[config.mk]
export PLATFORM = sky130hd
export DESIGN_NAME = rambus_initiator
export DESIGN_NICKNAME = d
export VERILOG_FILES = /design/src/rtl/rambus_initiator.sv
export SDC_FILE = /design/constraint.sdc
export NUM_CORES = 1
export LEC_CHECK = 0
export BUFFER_PORTS_ARGS = -buffer_cell sky130_fd_sc_hd__buf_4
export CAP_MARGIN = 20
export CELL_PAD_IN_SITES_DETAIL_PLACEMENT = 1
export CELL_PAD_IN_SITES_GLOBAL_PLACEMENT = 2
export CORE_MARGIN = 2
export CORE_UTILIZATION = 30
export DETAILED_ROUTE_END_ITERATION = 8
export GPL_ROUTABILITY_DRIVEN = 0
export PLACE_DENSITY = 0.93
export SKIP_CTS_REPAIR_TIMING = 1
export SLEW_MARGIN = 20
export SYNTH_ARGS = -nofsm -noshare
export SYNTH_HDL_FRONTEND = slang
export SYNTH_SLANG_ARGS = --single-unit
[constraint.sdc]
create_clock -name clk -period 7.35 [get_ports clk]
set_input_delay 1.1025 -clock clk [delete_from_list [all_inputs] [get_ports clk]]
set_output_delay 1.1025 -clock clk [all_outputs]
set_load 0.02 [all_outputs]
[src/rtl/rambus_initiator.sv]
// Fabric-side RamBus initiator: one SETUP+ACCESS transfer per command, 3 cycles accept->RspValid with an immediate Ack.
// CmdReady is high only in IDLE; RspValid is a single-cycle pulse with no backpressure.
module rambus_initiator #(
  parameter int ADDR_WIDTH     = 10,
  parameter int DATA_WIDTH     = 32,
  parameter int TIMEOUT_CYCLES = 256
) (
  input  logic                  clk,
  input  logic                  rst,
  input  logic                  CmdValid,
  output logic                  CmdReady,
  input  logic                  CmdWrite,
  input  logic [ADDR_WIDTH-1:0] CmdAddress,
  input  logic [DATA_WIDTH-1:0] CmdData,
  output logic                  RspValid,
  output logic [DATA_WIDTH-1:0] RspData,
  output logic                  RspTimeout,
  output logic                  RamBusnCs,
  output logic                  RamBusWrnRd,
  output logic                  RamBusLatch,
  output logic [ADDR_WIDTH-1:0] RamBusAddress,
  output logic [DATA_WIDTH-1:0] RamBusDataIn,
  input  logic                  RamBusAck,
  input  logic [DATA_WIDTH-1:0] RamBusDataOut
);

  localparam int CNT_WIDTH = $clog2(TIMEOUT_CYCLES + 1);
  localparam logic [CNT_WIDTH-1:0] CNT_LAST = CNT_WIDTH'(TIMEOUT_CYCLES - 1);

  typedef enum logic [1:0] {
    IDLE,
    SETUP,
    ACCESS,
    DONE
  } state_t;

  state_t                  state_q;
  state_t                  state_d;
  logic [CNT_WIDTH-1:0]    cnt_q;
  logic [CNT_WIDTH-1:0]    cnt_d;
  logic                    load_cmd;
  logic                    rsp_load;
  logic [DATA_WIDTH-1:0]   rsp_data_d;
  logic                    rsp_to_d;

  logic                    wr_q;
  logic [ADDR_WIDTH-1:0]   addr_q;
  logic [DATA_WIDTH-1:0]   wdata_q;
  logic [DATA_WIDTH-1:0]   rsp_data_q;
  logic                    rsp_to_q;

  always_ff @(posedge clk or posedge rst) begin
    if (rst) begin
      state_q <= IDLE;
      cnt_q   <= '0;
    end else begin
      state_q <= state_d;
      cnt_q   <= cnt_d;
    end
  end

  always_comb begin
    state_d     = state_q;
    cnt_d       = cnt_q;
    load_cmd    = 1'b0;
    rsp_load    = 1'b0;
    rsp_data_d  = '0;
    rsp_to_d    = 1'b0;
    CmdReady    = 1'b0;
    RspValid    = 1'b0;
    RamBusnCs   = 1'b0;
    RamBusLatch = 1'b0;
    case (state_q)
      IDLE: begin
        // Gated by rst so the accept handshake is dead while reset is held.
        CmdReady = ~rst;
        if (CmdValid) begin
          load_cmd = 1'b1;
          state_d  = SETUP;
        end
      end
      SETUP: begin
        RamBusnCs = 1'b1;
        cnt_d     = '0;
        state_d   = ACCESS;
      end
      ACCESS: begin
        RamBusnCs   = 1'b1;
        RamBusLatch = 1'b1;
        // Ack takes priority over the timeout boundary on the same edge.
        if (RamBusAck) begin
          rsp_load   = 1'b1;
          rsp_data_d = wr_q ? '0 : RamBusDataOut;
          state_d    = DONE;
        end else if (cnt_q == CNT_LAST) begin
          rsp_load = 1'b1;
          rsp_to_d = 1'b1;
          state_d  = DONE;
        end else begin
          cnt_d = cnt_q + 1'b1;
        end
      end
      DONE: begin
        RspValid = 1'b1;
        state_d  = IDLE;
      end
      default: state_d = IDLE;
    endcase
  end

  // Command registers drive the bus and hold through DONE until the next accept.
  always_ff @(posedge clk or posedge rst) begin
    if (rst) begin
      wr_q    <= 1'b0;
      addr_q  <= '0;
      wdata_q <= '0;
    end else if (load_cmd) begin
      wr_q    <= CmdWrite;
      addr_q  <= CmdAddress;
      wdata_q <= CmdWrite ? CmdData : '0;
    end
  end

  always_ff @(posedge clk or posedge rst) begin
    if (rst) begin
      rsp_data_q <= '0;
      rsp_to_q   <= 1'b0;
    end else if (rsp_load) begin
      rsp_data_q <= rsp_data_d;
      rsp_to_q   <= rsp_to_d;
    end
  end

  assign RamBusWrnRd   = wr_q;
  assign RamBusAddress = addr_q;
  assign RamBusDataIn  = wdata_q;
  assign RspData       = rsp_data_q;
  assign RspTimeout    = rsp_to_q;

endmodule

==> out/qor.csv <==
metric,value,unit
post-route-cell-area,5090,µm²
grt_pass1_wl,15.4,mm
timing.rr.start,cnt_q[0]$_DFFE_PP0P_,
grt_max_degree,88,
io_buffers,158,
overflow,0,
setup_violations,0,
cp-start-kind,input pin,
multiInputGateArea,1170,µm²
use_met1,18.9,%
maxCapViolations,0,
p_per_area,423,nW/µm²
clock.fmax,390,MHz
power.share.sequential,35.7,%
grt_setup_unrepaired,false,
antenna_found_initial,0,
ant_nets,0,
swShare,36.2,%
critPathCaptureType,primary output,
ys_warn_count,0,
die_w,111,µm
hold_end,RamBusDataIn[3]$_DFFE_PP0P_,
drcViolationCount,0,
tightest_slew,0.794,ns
worstReg2RegEnd,cnt_q[7]$_DFFE_PP0P_,
area_growth,48.0,%
nets,539,
drt-pass1-iter-count,4,
row_count,39,
post-route-min-period,2.56,ns
finalSetupTns,0,ns
avgSynthCellArea,11.4,µm²
initial_core_util,30.4,%
synth_cell_types,29,
synth_seq_cells,87,
die_h,111,µm
met2_usage,26.0,%
finClkSkew,0.00597,ns
cts_tree,done,
clock-root-buffer,clkbuf_16,
final_core_util,45.0,%
status,"finished, final reports clean",
critPathArrivalTime,1.46,ns
timing.hold.ws,0.484,ns
hpwl,6.57,mm
top_usage_layer,met2,
via_count,2832,
hp-class,register to register,
ir_worst_vdd,0.000135,V
ys_seq_area_share,63.3,%
die_area,12300,µm²
clk_latency,0.33,ns
clkPwrFrac,22.8,%
cts.clk_slew.worst_paths,0.06,ns
io_pins,159,
min_period_over_period,34.8,%
slew_violations,0,
placed_cell_area,4770,µm²
first_iter_violations,102,
synthCells,302,
max_slew_margin,46.8,%
wl_per_cell,15.6,µm
regArea,2180,µm²
drive_above_1_share,42.5,%
p_total,2.15,mW
synth.cell_area,3440,µm²
wirelength,9.34,mm
n_antenna_cell,0,
whs_path_depth,2,
cts_buffers,9,
crit_type,input pin to primary output,
critPathMaxFanout,2,
netSwitchingPower,0.780,mW
track_usage,15.4,%
cts_buffer_depth,2,
r2r_slack,5.01,ns
p_leak,2.56,nW
coreArea,11300,µm²
htree_num_levels,3,
r2r_cells,7,
fillers,1286,
hold_viol,0,
cts.sinks,87,
hp-start,RamBusDataIn[3]$_DFFE_PP0P_,
cp.required,6.25,ns
syn_nets,387,
comb_power_share,41.5,%
grt_pass1_vias,3058,
use_met3,4.87,%
viasPerCell,4.72,
internal_power,1.37,mW
## worst max-delay path, stage by stage
cell	delay (ns)
buf_4	0.12
nor2b_1	0.10
buf_4	0.14
## kinds of logic after synthesis
| group | Yosys count | synth area share (%) |
|---|---|---|
| muxes | 15 | 4.84 |
| DFF | 87 | 63.3 |
| AOI/OAI and AO/OA | 80 | 15.9 |
| adders and majority gates | 6 | 2.18 |
| and+or+nand+nor | 89 | 10.7 |
| buffers and inverters | 25 | 3.02 |
## through the flow
| stage | setup WS [ns] | cells |
|---|---|---|
| final | 4.79 | 600 |
| after CTS | 4.79 | 600 |
| after global routing | 4.70 | 600 |
| after detailed placement | 4.79 | 586 |
| after global placement | 4.78 | 585 |
| after floorplan | 4.00 | 302 |
## Yosys cell counts (all sizes together)
| cell type | instances | area (µm²) |
|---|---|---|
| or3 | 1 | 6.26 |
| a2bb2oi | 1 | 8.76 |
| o22a | 1 | 10.0 |
| nand4 | 2 | 12.5 |
| dfrtp | 87 | 2180 |
| nor3b | 1 | 7.51 |
| or3b | 1 | 8.76 |
| buf | 3 | 21.3 |
| and2b | 1 | 8.76 |
| a21oi | 4 | 20.0 |
| a21boi | 1 | 7.51 |
| nand2b | 1 | 6.26 |
| o311ai | 2 | 17.5 |
| inv | 5 | 18.8 |
| a22o | 32 | 280 |
| nand2 | 72 | 270 |
| clkbuf | 17 | 63.8 |
| o41ai | 2 | 17.5 |
| nor2 | 2 | 7.51 |
| o21ai | 37 | 185 |
| mux2i | 2 | 20.0 |
| nor3 | 1 | 5.00 |
| ha | 6 | 75.1 |
| mux2 | 13 | 146 |
| nand3 | 6 | 30.0 |
| nor2b | 1 | 6.26 |
## final cells by class
type | instances | area share, %
sequential | 87 | 42.8
clock inverter | 3 | 1.33
timing repair buffer | 161 | 24.0
multi-input combinational | 190 | 23.1
clock buffer | 11 | 4.97
tap | 143 | 3.52
inverter | 5 | 0.393
## routing by layer
| metal | wire length [µm] | vias to the layer above |
|---|---|---|
| met4 | 92 | 0 |
| li1 | - | 1350 |
| met2 | 4670 | 90 |
| met5 | 0 | - |
| met3 | 573 | 9 |
| met1 | 4000 | 1383 |
## power groups by stage
stage	sequential [mW]	clock (mW)	combinational [mW]
4_1_cts	0.768	0.506	0.908
6_report	0.767	0.490	0.894
5_1_grt	0.790	0.525	0.964
3_3_place_gp	0.767	0	0.874
2_1_floorplan	0.961	0	0.306
3_5_place_dp	0.772	0	0.908
## layout by cell type (no fill, tap or decap), types with 2 or more instances in the layout
master,instances
a21oi_1,4
a22o_1,32
buf_4,159
bufinv_16,2
clkbuf_16,9
clkbuf_8,2
dfrtp_1,87
ha_1,6
inv_1,4
mux2_2,13
mux2i_1,2
nand2_1,71
nand3_1,6
nand4_1,2
o21ai_0,36
o41ai_1,2
## state kept, by name, summed over array words and instances (netlist names)
register       count
RamBusAddress     10
RamBusDataIn      32
RamBusWrnRd        1
RspData           32
RspTimeout         1
cnt_q              9
state_q            2
## how the worst max path moves through the flow
stage                                       from                      endpoint  slack [ns]  cells past startpoint
after floorplan                              rst  RamBusAddress[0]$_DFFE_PP0P_        4.00                      1
after global placement                       rst                      CmdReady        4.78                      3
after detailed placement                     rst                      CmdReady        4.79                      3
after CTS                 state_q[0]$_DFFE_PP0P_                   RamBusLatch        4.79                      3
after global routing      state_q[0]$_DFFE_PP0P_                   RamBusLatch        4.70                      3
final                                        rst                      CmdReady        4.79                      3
Power figures use the tool's default switching activity.
